--- config.mk ---
export PLATFORM = sky130hd
export DESIGN_NAME = jtframe_spitx_mc
export DESIGN_NICKNAME = d
export VERILOG_FILES = /design/src/rtl/jtframe_spitx_mc.sv
export SDC_FILE = /design/constraint.sdc
export NUM_CORES = 1
export LEC_CHECK = 0
export BUFFER_PORTS_ARGS = -buffer_cell sky130_fd_sc_hd__buf_2
export CELL_PAD_IN_SITES_DETAIL_PLACEMENT = 1
export CELL_PAD_IN_SITES_GLOBAL_PLACEMENT = 2
export CORE_UTILIZATION = 30
export CTS_BUF_LIST = sky130_fd_sc_hd__clkbuf_4 sky130_fd_sc_hd__clkbuf_8 sky130_fd_sc_hd__clkbuf_16
export CTS_CLUSTER_DIAMETER = 60
export DETAILED_ROUTE_END_ITERATION = 10
export GPL_ROUTABILITY_DRIVEN = 0
export MAX_ROUTING_LAYER = met4
export PLACE_DENSITY = 0.8
export SLEW_MARGIN = 20
export SYNTH_ARGS = -nofsm -noshare
export SYNTH_HDL_FRONTEND = slang
export SYNTH_SLANG_ARGS = --single-unit
--- constraint.sdc ---
create_clock -name clk_i -period 2 [get_ports clk_i]
set_clock_uncertainty 0.1 [all_clocks]
set_input_delay 0.4 -clock clk_i [delete_from_list [all_inputs] [get_ports clk_i]]
set_output_delay 0.4 -clock clk_i [all_outputs]
set_load 0.05 [all_outputs]
--- src/rtl/jtframe_spitx_mc.sv ---
// jtframe_spitx_mc -- parametrised SPI master.
// Serialises DW-bit words on MOSI, assembles MISO into dout, drives active-low
// one-hot-mask selects. Programmable half-period (DIV clk), SPI mode (CPOL/CPHA),
// multi-word bursts under a held select (keep_i / stop_i).
// Optional feature macro: JTFRAME_SPITX_LSBF_EN adds lsb_first_i (LSB-first words).
// Ports:
//   clk_i, rst_i          clock, synchronous active-high reset
//   start_i, stop_i       transfer request (taken when ready_o) / end of held burst
//   keep_i, din_i         burst flag and word, latched at accept
//   cs_mask_i             selects to assert, latched only when accepted from idle
//   ready_o, busy_o       can accept start / select or transfer in progress
//   done_o, dout_o        one-cycle word-complete pulse / received word
//   spi_sck_o, spi_mosi_o, spi_miso_i, spi_ss_n_o   SPI bus
module jtframe_spitx_mc #(
  parameter int       DW   = 8,
  parameter int       CSN  = 3,
  parameter int       DIV  = 4,
  parameter bit       CPOL = 1'b0,
  parameter bit       CPHA = 1'b0
) (
  input  logic           clk_i,
  input  logic           rst_i,
  input  logic           start_i,
  input  logic           stop_i,
  input  logic           keep_i,
  input  logic [DW-1:0]  din_i,
  input  logic [CSN-1:0] cs_mask_i,
`ifdef JTFRAME_SPITX_LSBF_EN
  input  logic           lsb_first_i,
`endif
  output logic           ready_o,
  output logic           busy_o,
  output logic           done_o,
  output logic [DW-1:0]  dout_o,
  output logic           spi_sck_o,
  output logic           spi_mosi_o,
  input  logic           spi_miso_i,
  output logic [CSN-1:0] spi_ss_n_o
);
  localparam int CW = $clog2(DIV + 1);
  localparam int HW = $clog2(2 * DW);
  localparam logic [HW-1:0] LAST = HW'(2 * DW - 1);

  typedef enum logic [2:0] {S_IDLE, S_LEAD, S_SHIFT, S_HOLD, S_TRAIL, S_GAP} state_t;

  state_t         state_q;
  logic [CW-1:0]  div_q;
  logic [HW-1:0]  hcnt_q;     // index of the last SCK edge produced
  logic           pre_q;      // burst word: waiting DIV clk before its first edge
  logic           keep_q, lsbf_q;
  logic [DW-1:0]  tx_q, rx_q, dout_q;
  logic           sck_q, mosi_q, ready_q, busy_q, done_q;
  logic [CSN-1:0] ss_n_q;

  logic           lsb_in, smp, tx_bit_d, ld_bit_d, do_edge, do_load;
  logic [HW-1:0]  edge_d;
  logic [DW-1:0]  rx_d, tx_d, ld_sh_d;

  always_comb begin
    lsb_in = 1'b0;
`ifdef JTFRAME_SPITX_LSBF_EN
    lsb_in = lsb_first_i;
`endif
    edge_d   = (state_q == S_LEAD || pre_q) ? '0 : hcnt_q + HW'(1);
    // even edges are leading; CPHA selects which kind samples
    smp      = (edge_d[0] == CPHA);
    rx_d     = lsbf_q ? {spi_miso_i, rx_q[DW-1:1]} : {rx_q[DW-2:0], spi_miso_i};
    tx_bit_d = lsbf_q ? tx_q[0] : tx_q[DW-1];
    tx_d     = lsbf_q ? (tx_q >> 1) : (tx_q << 1);
    ld_bit_d = lsb_in ? din_i[0] : din_i[DW-1];
    ld_sh_d  = lsb_in ? (din_i >> 1) : (din_i << 1);
    do_edge  = (div_q == '0) &&
               ((state_q == S_LEAD) || (state_q == S_SHIFT && (pre_q || hcnt_q != LAST)));
    do_load  = start_i && ready_q &&
               ((state_q == S_IDLE) || (state_q == S_HOLD && !stop_i));
  end

  always_ff @(posedge clk_i) begin
    if (rst_i) begin
      state_q <= S_IDLE;
      div_q   <= '0;
      hcnt_q  <= '0;
      pre_q   <= 1'b0;
      keep_q  <= 1'b0;
      lsbf_q  <= 1'b0;
      tx_q    <= '0;
      rx_q    <= '0;
      dout_q  <= '0;
      sck_q   <= CPOL;
      mosi_q  <= 1'b0;
      ready_q <= 1'b1;
      busy_q  <= 1'b0;
      done_q  <= 1'b0;
      ss_n_q  <= '1;
    end else begin
      done_q <= 1'b0;
      if (do_load) begin
        keep_q <= keep_i;
        lsbf_q <= lsb_in;
        if (CPHA) tx_q <= din_i;
        else begin
          // mode with sampling on the leading edge needs the first bit up front
          mosi_q <= ld_bit_d;
          tx_q   <= ld_sh_d;
        end
      end
      if (do_edge) begin
        sck_q  <= ~sck_q;
        hcnt_q <= edge_d;
        pre_q  <= 1'b0;
        if (smp) rx_q <= rx_d;
        else begin
          mosi_q <= tx_bit_d;
          tx_q   <= tx_d;
        end
      end
      case (state_q)
        S_IDLE: if (do_load) begin
          state_q <= S_LEAD;
          div_q   <= CW'(DIV - 1);
          ss_n_q  <= ~cs_mask_i;
          busy_q  <= 1'b1;
          ready_q <= 1'b0;
        end
        S_LEAD: begin
          if (div_q == '0) begin
            state_q <= S_SHIFT;
            div_q   <= CW'(DIV - 1);
          end else div_q <= div_q - CW'(1);
        end
        S_SHIFT: begin
          if (div_q != '0) div_q <= div_q - CW'(1);
          else if (do_edge) div_q <= CW'(DIV - 1);
          else begin
            // final half-period elapsed: SCK is back at CPOL
            done_q  <= 1'b1;
            dout_q  <= rx_q;
            state_q <= keep_q ? S_HOLD : S_TRAIL;
            div_q   <= CW'(DIV - 1);
          end
        end
        S_HOLD: begin
          // ready rises one cycle after done; stop has priority over start
          if (stop_i) begin
            state_q <= S_TRAIL;
            div_q   <= CW'(DIV - 1);
            ready_q <= 1'b0;
          end else if (do_load) begin
            state_q <= S_SHIFT;
            pre_q   <= 1'b1;
            div_q   <= CW'(DIV - 1);
            ready_q <= 1'b0;
          end else ready_q <= 1'b1;
        end
        S_TRAIL: begin
          if (div_q == '0) begin
            ss_n_q  <= '1;
            state_q <= S_GAP;
            div_q   <= CW'(DIV - 1);
          end else div_q <= div_q - CW'(1);
        end
        S_GAP: begin
          if (div_q == '0) begin
            state_q <= S_IDLE;
            busy_q  <= 1'b0;
            ready_q <= 1'b1;
          end else div_q <= div_q - CW'(1);
        end
        default: state_q <= S_IDLE;
      endcase
    end
  end

  assign ready_o    = ready_q;
  assign busy_o     = busy_q;
  assign done_o     = done_q;
  assign dout_o     = dout_q;
  assign spi_sck_o  = sck_q;
  assign spi_mosi_o = mosi_q;
  assign spi_ss_n_o = ss_n_q;
endmodule

## Yosys cells after proc, flatten, opt, wreduce, memory -nomap -nowiden

Cells that the tools add are included.

| storage, ports and cells | value |
|---|---|
| register bits | 44 |
| input port bits | 17 |
| output and inout bits | 16 |
| word-level logic and storage cells | 101 |

| operators by class | value |
|---|---|
| $add $sub $neg | 2 |
| eq/ne operators | 14 |
| muxes and demuxes | 39 |
| bitwise gates (word level) | 6 |
| reductions and logical operators | 26 |

Operators with widths:

| cell | number |
|---|---|
| $mux 3 | 16 |
| $mux 8 | 3 |
| $pmux 3 s6 | 1 |
| $pmux 3 s5 | 1 |
| $mux 1 | 14 |
| $ne 2x2->1 const B | 7 |
| $reduce_and 3->1 | 4 |
| $reduce_and 7->1 | 1 |
| $eq 3x2->1 const B | 2 |
| $eq 3x3->1 const B | 2 |
| $logic_not 3->1 | 2 |
| $pmux 3 s2 | 1 |
| $reduce_bool 3->1 | 2 |
| $logic_and 1x1->1 | 5 |
| $not 1->1 | 5 |
| $reduce_bool 5->1 | 1 |
| $add 4x1->4 const B | 1 |
| $logic_or 1x1->1 | 4 |
| $mux 4 | 1 |
| $ne 4x4->1 const B | 1 |
| $reduce_and 2->1 | 2 |
| $reduce_bool 2->1 | 2 |
| $eq 3x1->1 const B | 1 |
| $ne 3x3->1 const B | 1 |
| other kinds (7) | 7 |

## Longest topological paths before layout

Gate-level depths: netlist (run 1).

| logic depth | value |
|---|---|
| word-level depth | 9 |
| mapped depth | 8 |
| gate-level depth less buffers | 7 |

## Worst setup path after synthesis (run 1)

OpenSTA, ideal clock, no wires.

| path | value |
|---|---|
| path kind | reg-to-reg |
| start point | register div_q[0] |
| end point | register hcnt_q[3] |
| library setup time | 70 ps |
| arrival | 1813 ps |
| required time | 1830 ps |
| slack | 16 ps |
| stages on the path, launching flop included | 9 |
| path buffers | 1 |
| period minus slack after synthesis | 1984 ps |
| cell sequence | dfxtp_1 -> inv_1 -> ha_1 -> nand2b_4 -> buf_6 -> or3_4 -> nor2_1 -> or4b_1 -> a21oi_1 |

| on the way | value |
|---|---|
| cells in the longest elaborated chain, start to end | 2 |

RTL lines:

| what | RTL line | text |
|---|---|---|
| start: declaration | 47 | `logic [CW-1:0] div_q;` |
| start signal: assignment | 120 | `div_q <= CW'(DIV - 1);` |
| start signal: assignment | 128 | `div_q <= CW'(DIV - 1);` |
| start signal: assignment | 129 | `end else div_q <= div_q - CW'(1);` |
| $logic_not 3->1 | 72 | `do_edge = (div_q == '0) &&` |
| $logic_and 1x1->1 | 72 |  |
| end signal: assignment | 109 | `hcnt_q <= edge_d;` |
| end: declaration | 48 | `logic [HW-1:0] hcnt_q;` |

No other way between the ends.
A chain may end at the register's enable or synchronous reset.

## Worst setup path in the final report (run 1)

| path | value |
|---|---|
| start point | register div_q[1] |
| end point | register hcnt_q[3] |

Same word-level chain as after synthesis.

==> impl_metrics.json, run 1 <==
{
  "status": "finished, final reports clean",
  "reg2reg_slack_ps": 60,
  "initial_core_util_pct": 30.9,
  "drtIter0Drc": 55,
  "cts_max_path_buffers": 2,
  "wirelength_um": 5170,
  "grt_pass1_wl_um": 8660,
  "clk_latency_ps": 300,
  "p_total_mw": 3.42,
  "cts_buffers": 5,
  "die_h_um": 85.4,
  "htree_num_levels": 2,
  "period_share_pct": 97.1,
  "vias_per_cell": 5.07,
  "rr_startpoint": "div_q[1]",
  "crit_fanout": 4,
  "seq_area_frac_synth_pct": 42.2,
  "synth_cell_types": 50,
  "critPathLaunchType": "flip-flop",
  "wl_per_cell_um": 14.2,
  "whs_ps": 247,
  "reg2regPathDepth": 7,
  "crit_required_ps": 2130,
  "ctsRootBufferMaster": "clkbuf_8",
  "synth_ff_type": "dfxtp_1",
  "yosysTopAreaCellShare_pct": 42.2,
  "yosysWarnings": 0,
  "layout.nets": 303,
  "final-hold-violation-count": 0,
  "r2r_end": "hcnt_q[3]",
  "max_freq_ghz": 0.515,
  "dr.pass1.iters": 4,
  "hold_depth": 3,
  "syn_to_final_growth_pct": 23.8,
  "grt_pass1_vias": 1874,
  "synth_common_cells": "dfxtp_1 (44), nor2_1 (36), nand2_1 (30)",
  "synthTopCellsByArea": "dfxtp_1 (42%), mux2i_1 (8.6%), nor2_1 (6.5%), nand2_1 (5.4%), a311oi_1 (3.8%)",
  "syn_inst": 240,
  "grt.total_usage_pct": 15.1,
  "core_um2": 6760,
  "die_area_um2": 7300,
  "place.detailed.hpwl_um": 3680,
  "cap_violations": 0,
  "worst_pin_slew_ps": 526,
  "slew_headroom_pct": 65.0,
  "clkTransAtPathRegs_ps": 90,
  "drive_gt1_share_pct": 28.2,
  "port_buffers": 32,
  "diodes": 0,
  "synth_area_um2": 2090,
  "cts_hold_buf": 0,
  "hold_path.startpoint": "keep_i",
  "crit_arrival_ps": 2070,
  "drtAntennaViolNets": 0,
  "power.density_nw_per_um2": 1320,
  "p_leak_nw": 1.01,
  "slew_violations": 0,
  "period_needed_ps": 1940,
  "fillerInstances": 829,
  "async_flop_share_pct": 0,
  "setup_violations": 0,
  "synth.most_common_cell": "dfxtp_1",
  "yosysTopAreaCell": "dfxtp_1",
  "end_kind": "flip-flop",
  "clock-sinks": 44,
  "vias": 1845,
  "overflow": 0,
  "grt_max_degree": 27,
  "synth_edf_count": 0,
  "syn_nets": 260,
  "ir_drop_mv": 0.351,
  "drc_errors": 0,
  "worstSetupPathType": "flip-flop to flip-flop",
  "io_pins": 33,
  "die_w_um": 85.4,
  "cts_tree": "yes",
  "ys_ff_latch": 44,
  "cp-startpoint": "div_q[1]",
  "antenna_found_initial": 0,
  "min_path_type": "primary input to flip-flop",
  "synth.avg_cell_area_um2": 8.70,
  "rows": 30,
  "hold_end": "keep_q"
}
critical path, cell delays in order (launching register included):
cell	delay (ps)
dfxtp_1	330
inv_2	80
ha_4	150
nand2b_4	60
or3_4	400
nor2_2	140
or4b_1	450
a21oi_1	170
placed cells by master (no fill, tap or decap), types with 2 or more instances in the layout:
cell type and instances:
a211oi_1 2, a21oi_1 15, a311oi_1 9, and2_1 3, buf_12 3, buf_2 32
buf_4 16, clkbuf_8 6, clkinv_2 2, dfxtp_1 42, dfxtp_2 2, ha_1 2
inv_1 3, inv_2 3, mux2i_1 18, nand2_1 30, nand2b_1 6, nand3_1 3
nor2_1 34, nor2_2 2, nor3_1 2, o21a_1 2, o21ai_0 14, or3_1 2
per-stage QoR:
step | utilization [%] | area [µm²] | worst slack, ps | setup TNS [ps] | instances
after floorplan | - | 2090 | 16.3 | 0 | 240
after global placement | 36.0 | 2430 | 77.8 | 0 | 355
after detailed placement | 36.0 | 2430 | -17.4 | -28.5 | 355
after CTS | 37.7 | 2540 | 7.06 | 0 | 363
after global routing | 38.3 | 2580 | -22.6 | -22.6 | 364
final | 38.3 | 2580 | 57.8 | 0 | 364
cell type report:
type | instances | area (µm²) | area share [%]
clock buffer | 6 | 82.6 | 3.19
clock inverter | 2 | 10.0 | 0.387
inverter | 6 | 22.5 | 0.871
multi-input combinational | 175 | 1150 | 44.3
sequential | 44 | 883 | 34.2
tap | 80 | 100 | 3.87
timing repair buffer | 51 | 340 | 13.2
cells by family (layout without fill, tap and decap cells):
group	Yosys count	in the layout	share of synthesized area, %
flops	44	44	42.2
xor+xnor	2	2	0.839
buf+inv	21	65	4.79
compound gates	58	58	19.2
mux	19	19	9.17
simple gates	93	93	22.0
fa+ha+maj	3	3	1.80
routing by layer:
layer  vias to the layer above  part of all wire [%]  track usage (%)
li1                        935                     -                -
met2                        17                    48             24.4
met4                         0                   1.1             5.45
met3                         5                   1.7             2.33
met5                         -                     0                -
met1                       888                    49             19.2
worst max path at each step:
stage	end	slack [ps]	cells past startpoint
after floorplan	hcnt_q[3]	20	8
after global placement	hcnt_q[3]	80	7
after detailed placement	hcnt_q[3]	-20	7
after CTS	hcnt_q[3]	7	7
after global routing	hcnt_q[3]	-20	7
final	hcnt_q[3]	60	7
registers in the layout, indices dropped and copies added, names as in the netlist:
signal / flops
busy_o: 1
rx_q: 8
dout_o: 8
div_q: 3
spi_ss_n_o: 3
ready_o: 1
spi_sck_o: 1
state_q: 3
tx_q: 8
hcnt_q: 4
pre_q: 1
done_o: 1
keep_q: 1
spi_mosi_o: 1
power breakdown:
group | internal, mW | switching (mW) | leakage (nW)
Sequential | 1.05 | 0.129 | 0.359
Combinational | 0.688 | 0.966 | 0.595
Clock | 0.276 | 0.306 | 0.0510
what timing repair did:
action                                 in CTS  in global routing
pin swaps                                   0                  3
setup buffers                               0                  1
setup endpoints to repair                   7                 26
gates resized for setup                     4                  7
endpoints found under the hold margin       0                  0
No activity file was read; power rests on OpenSTA's default activity.
==> inputs of run 2 (changes only) <==
--- a/config.mk
+++ b/config.mk
@@ -5,16 +5,17 @@
 export SDC_FILE = /design/constraint.sdc
 export NUM_CORES = 1
 export LEC_CHECK = 0
+export ABC_AREA = 1
 export BUFFER_PORTS_ARGS = -buffer_cell sky130_fd_sc_hd__buf_2
 export CELL_PAD_IN_SITES_DETAIL_PLACEMENT = 1
 export CELL_PAD_IN_SITES_GLOBAL_PLACEMENT = 2
-export CORE_UTILIZATION = 30
+export CORE_UTILIZATION = 28
 export CTS_BUF_LIST = sky130_fd_sc_hd__clkbuf_4 sky130_fd_sc_hd__clkbuf_8 sky130_fd_sc_hd__clkbuf_16
 export CTS_CLUSTER_DIAMETER = 60
 export DETAILED_ROUTE_END_ITERATION = 10
 export GPL_ROUTABILITY_DRIVEN = 0
 export MAX_ROUTING_LAYER = met4
-export PLACE_DENSITY = 0.8
+export PLACE_DENSITY = 0.81
 export SLEW_MARGIN = 20
 export SYNTH_ARGS = -nofsm -noshare
 export SYNTH_HDL_FRONTEND = slang
==> run 2 against run 1 <==
Synthesized cell count rose by 26%. Via count rose by 8.0%. Register-to-register slack improved by 160 ps. Cell area fell by 3.2%. Sequential power barely moved. Global-route usage rose by 0.28 points. Hold slack improved by 35 ps. Utilization fell by 3.8 points. Area after synthesis rose by 0.48%. Die area rose by 7.5%. Largest cell class unchanged. Combinational power rose by 5%.
==> impl_metrics.json, run 2 <==
{
  "status": "finished, final reports clean",
  "ir_drop_mv": 0.455,
  "drive_gt1_share_pct": 20.1,
  "fillerInstances": 958,
  "slew_violations": 0,
  "setup_violations": 0,
  "drtIter0Drc": 41,
  "core_um2": 7250,
  "diodes": 0,
  "setup_tns_ps": 0,
  "grt_max_degree": 23,
  "syn_nets": 322,
  "initial_core_util_pct": 28.9,
  "rows": 31,
  "worstSetupPathType": "flip-flop to flip-flop",
  "port_buffers": 32,
  "dr.pass1.iters": 4,
  "drtAntennaViolNets": 0,
  "cp-startpoint": "state_q[2]",
  "post-cts-setup-buffer-count": 0,
  "seq_area_frac_synth_pct": 42.0,
  "cts_tree": "yes",
  "synth_common_cells": "nand2_1 (89), dfxtp_1 (44), nor2_1 (41)",
  "rr_startpoint": "state_q[2]",
  "cts_buffers": 5,
  "synth_edf_count": 0,
  "final_common_cell": "nand2_1",
  "cap_violations": 0,
  "end_kind": "flip-flop",
  "clkTransAtPathRegs_ps": 90,
  "combPwrFrac_pct": 49.7,
  "layout_setup_ws_ps": 218,
  "yosysTopAreaCell": "dfxtp_1",
  "reg2reg_slack_ps": 220,
  "place_area_um2": 2420,
  "power.clock.fraction_pct": 15.8,
  "multi_input_area_um2": 1100,
  "min_path_type": "primary input to flip-flop",
  "hold_path.startpoint": "spi_miso_i",
  "yosysWarnings": 0,
  "period_share_pct": 89.1,
  "met2_usage_pct": 23.1,
  "synth_area_um2": 2100,
  "p_total_mw": 3.50,
  "layout.nets": 363,
  "power.density_nw_per_um2": 1400,
  "switchingPower_mw": 1.63,
  "slew_headroom_pct": 71.4,
  "io_pins": 33,
  "seq_power_share_pct": 34.5,
  "yosysTopAreaCellShare_pct": 42.0,
  "clock-sinks": 44,
  "vias_per_cell": 4.51,
  "synthTopCellsByArea": "dfxtp_1 (42%), nand2_1 (16%), nor2_1 (7.3%), nand3_1 (6.0%), o21ai_0 (4.5%)",
  "clk_latency_ps": 300,
  "grt_pass1_vias": 1881,
  "cts_max_path_buffers": 2,
  "period_needed_ps": 1780,
  "seqCellArea_um2": 881,
  "crit_required_ps": 2100,
  "crit_fanout": 9,
  "grt.total_usage_pct": 15.4,
  "die_area_um2": 7840,
  "internal-power_mw": 1.87,
  "htree_num_levels": 2,
  "met3_usage_pct": 2.80,
  "synth.most_common_cell": "nand2_1",
  "final-hold-violation-count": 0,
  "wirelength_um": 5370,
  "overflow": 0,
  "synth_ff_type": "dfxtp_1",
  "grt_pass1_wl_um": 9010,
  "wl_per_cell_um": 12.1,
  "critPathLaunchType": "flip-flop",
  "worst_pin_slew_ps": 429,
  "async_flop_share_pct": 0,
  "rsz0062_at_grt": "false",
  "cts_hold_buf": 0,
  "syn_to_final_growth_pct": 19.3,
  "final_cell_mix": "nand2_1 (89), dfxtp_1 (44), nor2_1 (41)",
  "max_freq_ghz": 0.561,
  "place.detailed.hpwl_um": 3980,
  "place_worst_setup_slack_ps": 132,
  "die_h_um": 88.6,
  "drc_errors": 0,
  "top_usage_layer": "met2",
  "final_cell_area_um2": 2500,
  "synth_cell_types": 30,
  "syn_inst": 302,
  "vias": 1993,
  "crit_arrival_ps": 1880,
  "grtUsageMet1_pct": 21.1,
  "synth.avg_cell_area_um2": 6.95,
  "ys_ff_latch": 44,
  "switching_share_pct": 46.6,
  "p_leak_nw": 1.14,
  "die_w_um": 88.6,
  "ctsRootBufferMaster": "clkbuf_8",
  "antenna_found_initial": 0
}
[run 2: worst max-delay path: stages (launching register included)]
cell and delay (ps):
dfxtp_1 400, inv_4 140, nand3_2 170, nand2_2 130
nand2_2 80, nor2_4 240, nand2_2 140, nand2_1 120
inv_2 60, nand2_1 50, nand2_1 40
[run 2: path summary, 6_finish.rpt]
path,end,cells past startpoint
hold / removal,rx_q[0],3
hold reg to reg,tx_q[0],2
setup reg to reg,tx_q[5],10
setup / recovery,tx_q[5],10
[run 2: area by class of cell]
cell class | instances | share of cell area, %
clock buffers | 5 | 2.75
clock inverters | 2 | 0.500
inverters | 22 | 3.40
multi-input cells | 228 | 43.8
flip-flops and latches | 44 | 35.2
well taps | 99 | 4.95
repair buffers | 42 | 9.40
[run 2: logic make-up after synthesis]
family                     synth area share, %
AOI/OAI and AO/OA                         11.7
xor gates and xnor gates                  1.25
adders and majority gates                 1.79
buffers and inverters                     6.02
DFF                                       42.0
and+or+nand+nor                           37.2
[run 2: power groups by stage]
stage                     sequential (mW)  clock (mW)  combinational (mW)
after detailed placement             1.23           0                1.75
after CTS                            1.21       0.581                1.75
final                                1.21       0.552                1.74
after global routing                 1.23       0.618                1.98
after floorplan                      1.39           0                1.13
after global placement               1.22           0                1.71
[run 2: timing repair]
| action | CTS | global route |
|---|---|---|
| endpoints found under the setup margin | 0 | 16 |
| gates resized for setup | 0 | 1 |
| endpoints found under the hold margin | 0 | 0 |
[run 2: per-layer routing]
metal,routed length [µm],share of wire (%)
met5,0,0
met4,68,1.3
met3,135,2.5
met2,2350,44
met1,2810,52
[run 2: per-stage QoR]
step                      util, %  hold slack (ps)  cells
final                        34.5              283    442
after global routing         34.5              309    442
after detailed placement     33.3              341    435
after global placement       33.3              332    435
after CTS                    34.4              275    442
after floorplan                 -              324    302
